[src/rtl/round_arbiter.sv]
// Round-robin arbiter sharing one rounding datapath between two requesters,
// with a registered operand stage and a valid/ready result stage.
// Optional result statistics counters are enabled with ROUND_ARB_STATS_EN.
module round_arbiter #(
    parameter int INTn = 32,
    parameter int NEXP = 8,
    parameter int NSIG = 23,
    localparam int NRAS = 4
) (
    input  logic                       clk,
    input  logic                       rst_n,
    input  logic [1:0]                 req_valid,
    output logic [1:0]                 req_ready,
    input  logic [1:0]                 req_neg,
    input  logic [2*(NEXP+2)-1:0]      req_exp,
    input  logic [2*INTn-1:0]          req_sig,
    input  logic [2*(NRAS+1)-1:0]      req_ra,
    output logic                       out_valid,
    input  logic                       out_ready,
    output logic                       out_id,
    output logic                       out_neg,
    output logic [NEXP+1:0]            out_exp,
    output logic [NSIG:0]              out_sig,
    output logic                       out_inexact,
    output logic                       out_overflow,
    output logic                       out_badra
`ifdef ROUND_ARB_STATS_EN
    ,
    output logic [15:0]                stat_cnt0,
    output logic [15:0]                stat_cnt1,
    output logic [15:0]                stat_inexact
`endif
);

    localparam int EXPW = NEXP + 2;
    localparam int SIGW = NSIG + 1;
    localparam int DROP = INTn - SIGW;

    // One-hot rounding attribute bit positions.
    localparam int RA_RNE = 0;
    localparam int RA_RNA = 1;
    localparam int RA_RTP = 2;
    localparam int RA_RTN = 3;
    localparam int RA_RTZ = 4;

    localparam logic signed [EXPW-1:0] EMAX = EXPW'((1 << (NEXP - 1)) - 1);
    localparam logic [NRAS:0] RA_RTZ_OH = {1'b1, {NRAS{1'b0}}};

    // S0 operand register
    logic                   valid0_q, valid0_d;
    logic                   id0_q, id0_d;
    logic                   neg0_q, neg0_d;
    logic signed [EXPW-1:0] exp0_q, exp0_d;
    logic [INTn-1:0]        sig0_q, sig0_d;
    logic [NRAS:0]          ra0_q, ra0_d;

    // S1 result register
    logic                   out_valid_q, out_valid_d;
    logic                   out_id_q, out_id_d;
    logic                   out_neg_q, out_neg_d;
    logic [EXPW-1:0]        out_exp_q, out_exp_d;
    logic [SIGW-1:0]        out_sig_q, out_sig_d;
    logic                   out_inexact_q, out_inexact_d;
    logic                   out_overflow_q, out_overflow_d;
    logic                   out_badra_q, out_badra_d;

    logic                   lp_q, lp_d;

    logic [1:0]             grant;
    logic                   adv0, adv1;
    logic                   accept;
    logic                   acc_id;

    // Rounding datapath signals
    logic [SIGW-1:0]        keep;
    logic                   guard, sticky, lsb;
    logic                   rnd_badra;
    logic [NRAS:0]          ra_eff;
    logic                   rnd_up;
    logic [SIGW:0]          sum;
    logic [SIGW-1:0]        rnd_sig;
    logic signed [EXPW-1:0] rnd_exp;
    logic                   rnd_inexact;
    logic                   rnd_overflow;

    //--------------------------------------------------------------------
    // Arbitration and stage advance
    //--------------------------------------------------------------------
    always_comb begin
        grant = 2'b00;
        case (req_valid)
            2'b01:   grant = 2'b01;
            2'b10:   grant = 2'b10;
            2'b11:   grant = lp_q ? 2'b01 : 2'b10;
            default: grant = 2'b00;
        endcase
    end

    assign adv1      = ~out_valid_q | out_ready;
    assign adv0      = ~valid0_q | adv1;
    // Gated by rst_n so no handshake can complete while reset is asserted.
    assign req_ready = grant & {2{adv0 & rst_n}};
    assign accept    = |req_ready;
    assign acc_id    = req_ready[1];

    assign lp_d = accept ? acc_id : lp_q;

    //--------------------------------------------------------------------
    // S0 next state
    //--------------------------------------------------------------------
    always_comb begin
        valid0_d = valid0_q;
        id0_d    = id0_q;
        neg0_d   = neg0_q;
        exp0_d   = exp0_q;
        sig0_d   = sig0_q;
        ra0_d    = ra0_q;
        if (accept) begin
            valid0_d = 1'b1;
            id0_d    = acc_id;
            neg0_d   = req_neg[acc_id];
            exp0_d   = acc_id ? req_exp[2*EXPW-1 -: EXPW] : req_exp[EXPW-1:0];
            sig0_d   = acc_id ? req_sig[2*INTn-1 -: INTn] : req_sig[INTn-1:0];
            ra0_d    = acc_id ? req_ra[2*(NRAS+1)-1 -: NRAS+1] : req_ra[NRAS:0];
        end else if (adv1) begin
            valid0_d = 1'b0;
        end
    end

    //--------------------------------------------------------------------
    // Shared rounding datapath (single instance, S0 -> S1)
    //--------------------------------------------------------------------
    always_comb begin
        keep        = sig0_q[INTn-1 -: SIGW];
        guard       = sig0_q[DROP-1];
        sticky      = |sig0_q[DROP-2:0];
        lsb         = keep[0];
        rnd_badra   = ~$onehot(ra0_q);
        ra_eff      = rnd_badra ? RA_RTZ_OH : ra0_q;
        rnd_up      = (ra_eff[RA_RNE] & guard & (sticky | lsb))
                    | (ra_eff[RA_RNA] & guard)
                    | (ra_eff[RA_RTP] & ~neg0_q & (guard | sticky))
                    | (ra_eff[RA_RTN] &  neg0_q & (guard | sticky))
                    | (ra_eff[RA_RTZ] & 1'b0);
        sum         = {1'b0, keep} + {{SIGW{1'b0}}, rnd_up};
        rnd_inexact = guard | sticky;
        // A carry out of the significand renormalises to 1.000... and bumps the exponent.
        if (sum[SIGW]) begin
            rnd_sig = sum[SIGW:1];
            rnd_exp = exp0_q + {{(EXPW-1){1'b0}}, 1'b1};
        end else begin
            rnd_sig = sum[SIGW-1:0];
            rnd_exp = exp0_q;
        end
        rnd_overflow = rnd_exp > EMAX;
    end

    //--------------------------------------------------------------------
    // S1 next state
    //--------------------------------------------------------------------
    always_comb begin
        out_valid_d    = out_valid_q;
        out_id_d       = out_id_q;
        out_neg_d      = out_neg_q;
        out_exp_d      = out_exp_q;
        out_sig_d      = out_sig_q;
        out_inexact_d  = out_inexact_q;
        out_overflow_d = out_overflow_q;
        out_badra_d    = out_badra_q;
        if (adv1) begin
            out_valid_d = valid0_q;
            if (valid0_q) begin
                out_id_d       = id0_q;
                out_neg_d      = neg0_q;
                out_exp_d      = rnd_exp;
                out_sig_d      = rnd_sig;
                out_inexact_d  = rnd_inexact;
                out_overflow_d = rnd_overflow;
                out_badra_d    = rnd_badra;
            end
        end
    end

    //--------------------------------------------------------------------
    // State registers
    //--------------------------------------------------------------------
    always_ff @(posedge clk or negedge rst_n) begin
        if (!rst_n) begin
            valid0_q       <= 1'b0;
            id0_q          <= 1'b0;
            neg0_q         <= 1'b0;
            exp0_q         <= '0;
            sig0_q         <= '0;
            ra0_q          <= '0;
            out_valid_q    <= 1'b0;
            out_id_q       <= 1'b0;
            out_neg_q      <= 1'b0;
            out_exp_q      <= '0;
            out_sig_q      <= '0;
            out_inexact_q  <= 1'b0;
            out_overflow_q <= 1'b0;
            out_badra_q    <= 1'b0;
            lp_q           <= 1'b1;
        end else begin
            valid0_q       <= valid0_d;
            id0_q          <= id0_d;
            neg0_q         <= neg0_d;
            exp0_q         <= exp0_d;
            sig0_q         <= sig0_d;
            ra0_q          <= ra0_d;
            out_valid_q    <= out_valid_d;
            out_id_q       <= out_id_d;
            out_neg_q      <= out_neg_d;
            out_exp_q      <= out_exp_d;
            out_sig_q      <= out_sig_d;
            out_inexact_q  <= out_inexact_d;
            out_overflow_q <= out_overflow_d;
            out_badra_q    <= out_badra_d;
            lp_q           <= lp_d;
        end
    end

    assign out_valid    = out_valid_q;
    assign out_id       = out_id_q;
    assign out_neg      = out_neg_q;
    assign out_exp      = out_exp_q;
    assign out_sig      = out_sig_q;
    assign out_inexact  = out_inexact_q;
    assign out_overflow = out_overflow_q;
    assign out_badra    = out_badra_q;

`ifdef ROUND_ARB_STATS_EN
    logic        fire;
    logic [15:0] cnt0_q, cnt0_d;
    logic [15:0] cnt1_q, cnt1_d;
    logic [15:0] cnti_q, cnti_d;

    assign fire = out_valid_q & out_ready;

    always_comb begin
        cnt0_d = cnt0_q;
        cnt1_d = cnt1_q;
        cnti_d = cnti_q;
        if (fire) begin
            if (!out_id_q && cnt0_q != 16'hFFFF) cnt0_d = cnt0_q + 16'd1;
            if ( out_id_q && cnt1_q != 16'hFFFF) cnt1_d = cnt1_q + 16'd1;
            if (out_inexact_q && cnti_q != 16'hFFFF) cnti_d = cnti_q + 16'd1;
        end
    end

    always_ff @(posedge clk or negedge rst_n) begin
        if (!rst_n) begin
            cnt0_q <= '0;
            cnt1_q <= '0;
            cnti_q <= '0;
        end else begin
            cnt0_q <= cnt0_d;
            cnt1_q <= cnt1_d;
            cnti_q <= cnti_d;
        end
    end

    assign stat_cnt0    = cnt0_q;
    assign stat_cnt1    = cnt1_q;
    assign stat_inexact = cnti_q;
`endif

endmodule

[config.mk]
export PLATFORM = sky130hd
export DESIGN_NAME = round_arbiter
export DESIGN_NICKNAME = d
export VERILOG_FILES = /design/src/rtl/round_arbiter.sv
export SDC_FILE = /design/constraint.sdc
export NUM_CORES = 1
export LEC_CHECK = 0
export CAP_MARGIN = 20
export CORE_UTILIZATION = 35
export DETAILED_ROUTE_END_ITERATION = 12
export HOLD_SLACK_MARGIN = 0.12
export PLACE_DENSITY = 0.68
export SLEW_MARGIN = 20
export SYNTH_ARGS = -nofsm -noshare
export SYNTH_HDL_FRONTEND = slang
export SYNTH_SLANG_ARGS = --single-unit
[constraint.sdc]
create_clock -name clk -period 4.9 [get_ports clk]
set_clock_uncertainty 0.1 [all_clocks]
set_input_delay 0.49 -clock clk [delete_from_list [all_inputs] [get_ports clk]]
set_output_delay 0.49 -clock clk [all_outputs]
set_load 0.02 [all_outputs]
==> flow_metrics.py, run 1 <==
metrics = {
    "outcome": {
        "status": "complete, no violations",
    },
    "worst_setup_path": {
        "start_kind": "register",
        "endpoint_kind": "register",
        "reg2regPathDepth": 15,
        "r2r_setup_slack_ns": 0.46,
        "rr_startpoint": "ra0_q[0]",
        "cp_max_fo": 13,
        "critPathKind": "reg2reg",
        "cp_data_arrival_time_ns": 4.53,
        "worstReg2RegEnd": "out_exp[1]",
        "worstPathRequired_ns": 4.98,
    },
    "sta": {
        "setup_viol": 0,
        "timing.final.hold_violations": 0,
        "finalSetupTns_ns": 0,
        "rsz0062_at_grt": "no",
        "drv_slew": 0,
        "max_freq_mhz": 225,
        "finalCritPeriodShare_pct": 90.7,
        "min_period_ns": 4.44,
        "tightest_slew_ns": 0.899,
        "relSlewSlack_pct": 39.9,
    },
    "floorplan": {
        "pin_count": 143,
        "die_x_um": 118,
        "die_h_um": 118,
        "start_util_pct": 35.8,
        "core_mm2": 0.0132,
        "die_area_mm2": 0.0140,
        "fp-row-count": 42,
    },
    "worst_hold_path": {
        "hp-class": "reg2reg",
        "holdPathStages": 2,
        "worstHoldStart": "out_sig[1]",
        "hold_end": "out_sig[1]",
    },
    "finish": {
        "fin_area_mm2": 0.00661,
        "fin_nets": 737,
        "n_antenna_cell": 0,
        "drive_above_1_share_pct": 5.52,
        "area_delta_synth_final_pct": 39.6,
        "n_fill_cell": 1272,
    },
    "clocking": {
        "clockBufferDepth": 2,
        "clock_sinks": 91,
        "ctsResizeCount": 0,
        "cts_buffers": 9,
        "cts_tree": "done",
        "clk_latency_ns": 0.34,
        "cts.clk_slew.worst_paths_ns": 0.06,
        "cts-root-buf": "clkbuf_16",
        "htree_levels": 3,
    },
    "yosys": {
        "syn-num-nets": 607,
        "ys_ff_latch": 91,
        "avgSynthCellArea_um2": 9.47,
        "syn_inst": 500,
        "synth_edf_count": 0,
        "netlist.top_cell.by_area": "dfrtp_1",
        "ys_types": 44,
        "yosys_warnings": 0,
        "netlist_area_mm2": 0.00474,
        "synth.top_cell.area_share_pct": 47.5,
        "seq_area_frac_synth_pct": 48.1,
        "async_flop_share_pct": 100,
        "yosys-top-cells-area": "dfrtp_1 (48%), mux2i_1 (11%), o21ai_0 (8.2%)",
        "synth_ff_type": "dfrtp_1",
    },
    "route": {
        "wirelength_um": 12200,
        "drc": 0,
        "avgViaCountPerCell": 5.04,
        "dr.pass1.iters": 4,
        "drt_iter0_drc": 211,
        "drtAntennaViolNets": 0,
        "wl_per_cell_um": 15.1,
        "vias": 4079,
    },
    "global_routing": {
        "grt_use_met3_pct": 3.91,
        "grt_max_degree": 65,
        "antenna_found_initial": 0,
        "grt_pass1_vias": 4023,
        "grt_pass1_wl_um": 19900,
        "overflow": 0,
        "busiest_layer": "met2",
        "use_met1_pct": 22.5,
        "use_met2_pct": 30.8,
        "track_usage_pct": 18.2,
    },
    "run": {
        "drv_cap": 0,
    },
    "placed_design": {
        "postPlaceCellArea_mm2": 0.00632,
        "hpwl_um": 9090,
        "gp_congestion": 0.813,
        "io_buffers": 142,
    },
    "pwr": {
        "p_leak_uw": 0.00287,
        "power_density_mw_per_mm2": 489,
        "ir_worst_vdd_mv": 0.186,
    },
}
[worst max-delay path, cell delays in order, from the launching register on]
cell and delay [ns]:
dfrtp_1 0.37, inv_1 0.07, fa_1 0.50, fa_1 0.37, inv_1 0.07, ha_1 0.22
nor3_1 0.23, o21ai_0 0.12, a21oi_1 0.15, ha_1 0.21, ha_1 0.21, nand3_2 0.21
or3_2 0.64, nor3_4 0.50, mux2i_1 0.24, o21ai_0 0.09
[what timing repair did]
| action | in CTS | in global routing |
|---|---|---|
| buffers inserted | 0 | 0 |
| hold buffers | 1 | 0 |
| hold endpoints to repair | 27 | 0 |
[logic make-up after synthesis]
family / count (synthesis) / share of synthesized area [%]
buffers and inverters: 40 / 3.33
AO/OA/AOI/OAI: 109 / 13.0
AND/OR/NAND/NOR: 180 / 18.5
multiplexers: 55 / 11.6
adder cells (fa/ha/maj): 6 / 1.90
flip-flops: 91 / 48.1
XOR/XNOR: 19 / 3.51
[placed cells by master, fill, tap and decap left out, types with 4 or more instances in the layout]
cell type,netlist,layout
nor4_1,7,7
nor2_1,17,16
o31ai_1,10,10
a31oi_1,6,6
clkdlybuf4s50_1,0,141
o21ai_0,78,78
nor3_1,7,7
mux2i_1,54,54
buf_4,1,5
dfrtp_1,90,90
nand4_1,8,8
nand2_1,100,99
inv_1,12,12
ha_1,4,4
xnor2_1,9,9
and4_1,5,5
xor2_1,10,10
nand3_1,10,10
clkbuf_16,0,9
and2_1,5,5
[cell usage after synthesis (7+ instances only)]
library cell,n
mux2i_1,54
dfrtp_1,90
o31ai_1,10
xor2_1,10
nor4_1,7
nand3_1,10
nor3_1,7
xnor2_1,9
nand2_1,100
o21ai_0,78
inv_1,12
nand4_1,8
nor2_1,17
clkbuf_1,22
[sequential cells by signal (all words and copies together) (netlist names), 5 cells and up]
name and count:
out_sig 24, exp0_q 10, out_exp 10, sig0_q 32
ra0_q 5
[through the flow]
stage | total power, µW | setup slack [ns] | instances | hold slack [ns] | utilization, %
after floorplan | 1960 | 0.941 | 500 | 0.0944 | -
after global placement | 2560 | 0.619 | 794 | 0.334 | 47.7
after detailed placement | 2610 | 0.423 | 794 | 0.341 | 47.7
after CTS | 3270 | 0.420 | 810 | 0.384 | 49.9
after global routing | 3450 | 0.0976 | 810 | 0.408 | 49.9
final | 3230 | 0.455 | 810 | 0.379 | 49.9
[layout make-up]
cell class / count / area (µm²) / area share, %
inverters: 12 / 45.0 / 0.681
flip-flops and latches: 91 / 2280 / 34.5
well taps: 176 / 220 / 3.33
clock inverters: 2 / 10.0 / 0.151
clock buffers: 13 / 270 / 4.09
repair buffers: 147 / 1460 / 22.1
multi-input cells: 369 / 2330 / 35.2
[layer usage]
metal  routed length, µm  share of wire, %  up-vias
met2                6040                49      120
met4                 252               2.1        0
met1                5340                44     1934
li1                    -                 -     2011
met5                   0                 0        -
met3                 609               5.0       14
[where the power goes]
group	switching [µW]	internal, µW	leakage [µW]
combinational	644	614	0.00162
sequential	271	1050	0.00111
clock	274	381	0.000141
[worst max path at each step]
stage	endpoint	slack, ns	start	cells past startpoint
2_1_floorplan	out_exp[7]	0.94	ra0_q[0]	15
3_3_place_gp	out_sig[0]	0.62	ra0_q[0]	15
5_1_grt	out_sig[8]	0.1	ra0_q[0]	15
4_1_cts	out_exp[0]	0.42	ra0_q[0]	15
3_5_place_dp	out_sig[0]	0.42	ra0_q[0]	15
6_report	out_exp[1]	0.46	ra0_q[0]	15
Power figures use the tool's default switching activity.
==> inputs of run 2 (changes only) <==
--- a/config.mk
+++ b/config.mk
@@ -6,6 +6,7 @@
 export NUM_CORES = 1
 export LEC_CHECK = 0
 export CAP_MARGIN = 20
+export CORE_ASPECT_RATIO = 0.7
 export CORE_UTILIZATION = 35
 export DETAILED_ROUTE_END_ITERATION = 12
 export HOLD_SLACK_MARGIN = 0.12
==> constraint.sdc (replaced) <==
create_clock -name clk -period 4.8 [get_ports clk]
set_clock_uncertainty 0.1 [all_clocks]
set_input_delay 0.48 -clock clk [delete_from_list [all_inputs] [get_ports clk]]
set_output_delay 0.48 -clock clk [all_outputs]
set_load 0.02 [all_outputs]
==> run 2 against run 1 <==
Net effect:
- non-clock buffer count did not move
- worst setup slack worse by 0.098 ns
- routed wire length is 3.3% higher
- flip-flop and latch count is the same
- sequential share of layout area fell by 0.23 points
- final area is 0.68% higher
- critical path depth stayed put
- register-to-register slack worse by 0.098 ns
- power is 4.3% higher
- critical path type unchanged
- critical endpoint is now out_sig[0]
- largest cell class unchanged
- highest routed layer unchanged
==> flow_metrics.py, run 2 (synthesis gave the netlist of run 1 again) <==
metrics = {
    "worst_setup_path": {
        "rr_startpoint": "ra0_q[0]",
        "cp_max_fo": 13,
        "worstReg2RegEnd": "out_sig[0]",
        "cp_data_arrival_time_ns": 4.52,
        "reg2regPathDepth": 15,
        "worstPathRequired_ns": 4.88,
        "critPathKind": "reg2reg",
        "endpoint": "out_sig[0]",
        "endpoint_kind": "register",
        "startpoint": "ra0_q[0]",
        "r2r_setup_slack_ns": 0.36,
        "start_kind": "register",
    },
    "route": {
        "dr.pass1.iters": 4,
        "wl_per_cell_um": 15.4,
        "wirelength_um": 12600,
        "drtAntennaViolNets": 0,
        "avgViaCountPerCell": 4.99,
        "vias": 4090,
        "drc": 0,
        "drt_iter0_drc": 274,
    },
    "sta": {
        "max_freq_mhz": 225,
        "min_period_ns": 4.44,
        "holdWs_ns": 0.370,
        "relSlewSlack_pct": 37.0,
        "finalSetupTns_ns": 0,
        "rsz0062_at_grt": "no",
        "drv_slew": 0,
        "setup_viol": 0,
        "timing.final.hold_violations": 0,
        "tightest_slew_ns": 0.942,
        "finalCritPeriodShare_pct": 92.5,
    },
    "floorplan": {
        "core_mm2": 0.0132,
        "fp-row-count": 35,
        "pin_count": 143,
        "start_util_pct": 35.9,
        "die_h_um": 99.3,
        "die_x_um": 141,
        "die_area_mm2": 0.0140,
    },
    "pwr": {
        "switching_share_pct": 36.6,
        "ir_worst_vdd_mv": 0.202,
        "clkPwrFrac_pct": 21.7,
        "seqPwrFrac_pct": 40.4,
        "p_sw_uw": 1230,
        "p_leak_uw": 0.00288,
        "power_density_mw_per_mm2": 506,
        "power.internal_uw": 2140,
        "pwr-share-comb_pct": 37.9,
    },
    "clocking": {
        "htree_levels": 3,
        "ctsResizeCount": 0,
        "clock_sinks": 91,
        "clk_latency_ns": 0.34,
        "cts-root-buf": "clkbuf_16",
        "cts_tree": "done",
        "cts_buffers": 9,
        "cts.clk_slew.worst_paths_ns": 0.06,
        "cts_setup_buffers": 0,
        "clockBufferDepth": 2,
        "cts_hold_buffers": 1,
    },
    "global_routing": {
        "overflow": 0,
        "antenna_found_initial": 0,
        "track_usage_pct": 18.7,
        "grt_max_degree": 99,
        "grt_pass1_vias": 4123,
        "grt_pass1_wl_um": 20300,
    },
    "finish": {
        "register_area_mm2": 0.00228,
        "largest_register_ffs": 32,
        "n_antenna_cell": 0,
        "multi_input_area_mm2": 0.00233,
        "fin_nets": 737,
        "drive_above_1_share_pct": 5.83,
        "layout_commonest_cell": "clkdlybuf4s50_1",
        "area_delta_synth_final_pct": 40.5,
        "top_register": "sig0_q",
        "final_cell_mix": "clkdlybuf4s50_1 (141), nand2_1 (99), dfrtp_1 (90), o21ai_0 (78), mux2i_1 (54)",
        "n_fill_cell": 1214,
    },
    "placed_design": {
        "hpwl_um": 9170,
        "io_buffers": 142,
        "gp_congestion": 0.773,
    },
    "run": {
        "drv_cap": 0,
    },
    "worst_hold_path": {
        "holdPathStages": 2,
        "hp-class": "reg2reg",
    },
    "outcome": {
        "status": "complete, no violations",
    },
}
## run 2: cell types whose count changed in the layout (fill, tap and decap cells not counted), sizes merged
cell	previous run	this run
clkbuf	13	12
bufinv	0	1
clkinvlp	0	1
## run 2: how the worst min path moves through the flow
stage          start        end  slack [ns]
4_1_cts        id0_q     out_id        0.38
3_3_place_gp   rst_n   valid0_q        0.34
2_1_floorplan  rst_n  exp0_q[0]        0.08
5_1_grt        id0_q      id0_q        0.40
6_report       id0_q     out_id        0.37
3_5_place_dp   rst_n   valid0_q        0.34
## run 2: layer usage
| layer | vias up | routed length [µm] | global-route usage (%) |
|---|---|---|---|
| met5 | - | 0 | 0 |
| li1 | 2022 | - | - |
| met4 | 0 | 113 | 5.35 |
| met1 | 1904 | 6120 | 25.7 |
| met2 | 152 | 5550 | 29.0 |
| met3 | 12 | 857 | 5.15 |
## run 2: cell type report
cell class	instances	share of cell area [%]
clock buffers	12	4.00
clock inverters	4	0.714
well taps	185	3.48
multi-input cells	369	35.0
repair buffers	147	21.9
inverters	12	0.677
flip-flops and latches	91	34.2
## run 2: power by group through the flow
stage	combinational, µW	sequential [µW]	clock, µW
2_1_floorplan	518	1480	0
3_3_place_gp	1260	1360	0
6_report	1280	1360	732
5_1_grt	1410	1400	781
3_5_place_dp	1290	1370	0
4_1_cts	1300	1360	752
## run 2: per-stage QoR
stage | util (%) | total power, µW | setup slack, ns | area (µm²) | instances
finish | 50.5 | 3370 | 0.358 | 6660 | 820
global route | 50.5 | 3590 | 0.0394 | 6660 | 820
CTS | 50.5 | 3410 | 0.324 | 6660 | 820
detailed placement | 48.0 | 2660 | 0.341 | 6330 | 803
global placement | 48.0 | 2620 | 0.530 | 6330 | 803
floorplan | - | 2000 | 0.841 | 4740 | 500
## run 2: worst max-delay path, stage by stage, from the launching register on
cell and delay (ns):
dfrtp_1 0.37, inv_1 0.07, fa_1 0.49, fa_1 0.37, inv_1 0.06, ha_1 0.21
nor3_1 0.23, o21ai_0 0.12, a21oi_1 0.13, ha_1 0.20, ha_1 0.21, nand3_2 0.21
or3_2 0.64, nor3_4 0.52, mux2i_1 0.26, o21ai_0 0.09
==> inputs of run 3 (changes only) <==
--- a/config.mk
+++ b/config.mk
@@ -6,11 +6,14 @@
 export NUM_CORES = 1
 export LEC_CHECK = 0
 export CAP_MARGIN = 20
+export CELL_PAD_IN_SITES_DETAIL_PLACEMENT = 0
+export CELL_PAD_IN_SITES_GLOBAL_PLACEMENT = 1
 export CORE_ASPECT_RATIO = 0.7
 export CORE_UTILIZATION = 35
 export DETAILED_ROUTE_END_ITERATION = 12
+export DONT_BUFFER_PORTS = 1
 export HOLD_SLACK_MARGIN = 0.12
-export PLACE_DENSITY = 0.68
+export PLACE_DENSITY = 0.67
 export SLEW_MARGIN = 20
 export SYNTH_ARGS = -nofsm -noshare
 export SYNTH_HDL_FRONTEND = slang
==> run 3 against run 2 <==
Net effect:
- first-iteration DRC count down 27%
- non-clock buffer count down 141
- die area unchanged
- combinational power down 50%
- critical endpoint is now out_exp[7]
- worst hold slack worse by 0.22 ns
- sequential power up 18%
- power down 13%
- global-route usage down 0.19 points
- fmax up 2.3%
- register-to-register slack better by 0.099 ns
- highest routed layer unchanged
- core utilization down 11 points
- flip-flop and latch count unchanged
- largest cell class unchanged
==> flow_metrics.py, run 3 (synthesis gave the netlist of run 1 again) <==
metrics = {
    "finish": {
        "fin_area_mm2": 0.00526,
        "n_antenna_cell": 0,
        "final_cell_mix": "nand2_1 (99), dfrtp_1 (90), o21ai_0 (78), mux2i_1 (54), nor2_1 (16)",
        "top_register": "sig0_q",
        "layout_commonest_cell": "nand2_1",
        "n_fill_cell": 1312,
        "drive_above_1_share_pct": 7.29,
        "fin_nets": 596,
        "largest_register_ffs": 32,
        "area_delta_synth_final_pct": 11.0,
    },
    "route": {
        "drtAntennaViolNets": 0,
        "wl_per_cell_um": 17.9,
        "dr.pass1.iters": 5,
        "wirelength_um": 12200,
        "drc": 0,
        "drt_iter0_drc": 199,
        "avgViaCountPerCell": 5.15,
        "vias": 3496,
    },
    "floorplan": {
        "die_x_um": 141,
        "core_mm2": 0.0132,
        "die_h_um": 99.3,
        "start_util_pct": 35.9,
        "die_area_mm2": 0.0140,
        "fp-row-count": 35,
        "pin_count": 143,
    },
    "global_routing": {
        "overflow": 0,
        "grt_max_degree": 92,
        "antenna_found_initial": 0,
        "grt_pass1_wl_um": 19400,
        "grt_pass1_vias": 3442,
        "track_usage_pct": 18.5,
    },
    "pwr": {
        "ir_worst_vdd_mv": 0.213,
        "power_density_mw_per_mm2": 561,
        "p_leak_uw": 0.00234,
    },
    "placed_design": {
        "postPlaceCellArea_mm2": 0.00491,
        "hpwl_um": 8700,
        "gp_congestion": 0.808,
        "io_buffers": 0,
    },
    "worst_setup_path": {
        "endpoint_kind": "register",
        "start_kind": "register",
        "worstPathRequired_ns": 4.96,
        "r2r_setup_slack_ns": 0.46,
        "cp_max_fo": 9,
        "critPathKind": "reg2reg",
        "rr_startpoint": "ra0_q[0]",
        "cp_data_arrival_time_ns": 4.50,
        "reg2regPathDepth": 15,
        "worstReg2RegEnd": "out_exp[7]",
    },
    "clocking": {
        "cts_tree": "done",
        "clk_latency_ns": 0.34,
        "cts-root-buf": "clkbuf_16",
        "htree_levels": 3,
        "clockBufferDepth": 2,
        "ctsResizeCount": 0,
        "cts.clk_slew.worst_paths_ns": 0.07,
        "cts_buffers": 9,
        "clock_sinks": 91,
    },
    "sta": {
        "relSlewSlack_pct": 36.3,
        "rsz0062_at_grt": "no",
        "setup_viol": 0,
        "max_freq_mhz": 230,
        "min_period_ns": 4.34,
        "finalCritPeriodShare_pct": 90.5,
        "drv_slew": 0,
        "tightest_slew_ns": 0.952,
        "finalSetupTns_ns": 0,
        "timing.final.hold_violations": 0,
    },
    "outcome": {
        "status": "complete, no violations",
    },
    "worst_hold_path": {
        "worstHoldStart": "req_sig[32]",
        "holdPathStages": 2,
        "hold_end": "sig0_q[0]",
        "hp-class": "in2reg",
    },
    "run": {
        "drv_cap": 0,
    },
}
==> run 3: cell type report <==
type | count | area [µm²] | area share [%]
clock buffer | 10 | 229 | 4.36
clock inverter | 6 | 65.1 | 1.24
inverter | 12 | 45.0 | 0.857
multi-input combinational | 369 | 2330 | 44.3
sequential | 91 | 2280 | 43.3
tap | 185 | 231 | 4.40
timing repair buffer | 6 | 80.1 | 1.52
==> run 3: worst max path at each step <==
stage	from	end	cells past startpoint
global placement	ra0_q[0]	out_sig[0]	15
floorplan	ra0_q[0]	out_exp[7]	15
finish	ra0_q[0]	out_exp[7]	15
detailed placement	ra0_q[0]	out_sig[0]	15
CTS	ra0_q[0]	out_sig[0]	15
global route	ra0_q[0]	out_sig[0]	16
==> run 3: power by group <==
part / leakage, µW / switching [µW] / total (µW) / internal, µW
registers: 0.00111 / 535 / 1600 / 1060
logic: 0.00109 / 352 / 635 / 284
clock network: 0.000143 / 307 / 712 / 405
==> run 3: worst max-delay path, stage by stage (launching register included) <==
cell	delay, ns
dfrtp_1	0.37
inv_1	0.07
fa_1	0.50
fa_1	0.37
inv_1	0.06
ha_1	0.22
nor3_1	0.24
o21ai_0	0.12
a21oi_1	0.16
ha_1	0.21
ha_1	0.21
nand3_2	0.21
or4_4	0.60
or3_4	0.35
or3_1	0.30
a31oi_1	0.16
==> run 3: routing by layer <==
layer  up-vias  wire length (µm)  track usage, %
met2       113              5190            27.4
met4         0               133            5.27
met5         -                 0               0
met3        11               987            6.60
met1      1631              5840            25.5
li1       1741                 -               -
==> run 3: what timing repair did <==
item,in CTS,in global routing
setup buffers,0,1
setup endpoints to repair,0,1
hold buffers,2,0
endpoints found under the hold margin,91,0
==> run 3: per-stage QoR <==
step	setup WS (ns)	cells	total power [µW]	hold slack [ns]	util [%]
global route	0.0990	679	3170	0.138	39.9
CTS	0.272	678	3000	0.135	39.7
floorplan	0.841	500	2000	0.0844	-
finish	0.457	679	2950	0.151	39.9
global placement	0.442	660	2220	0.0887	37.2
detailed placement	0.302	660	2250	0.0888	37.2
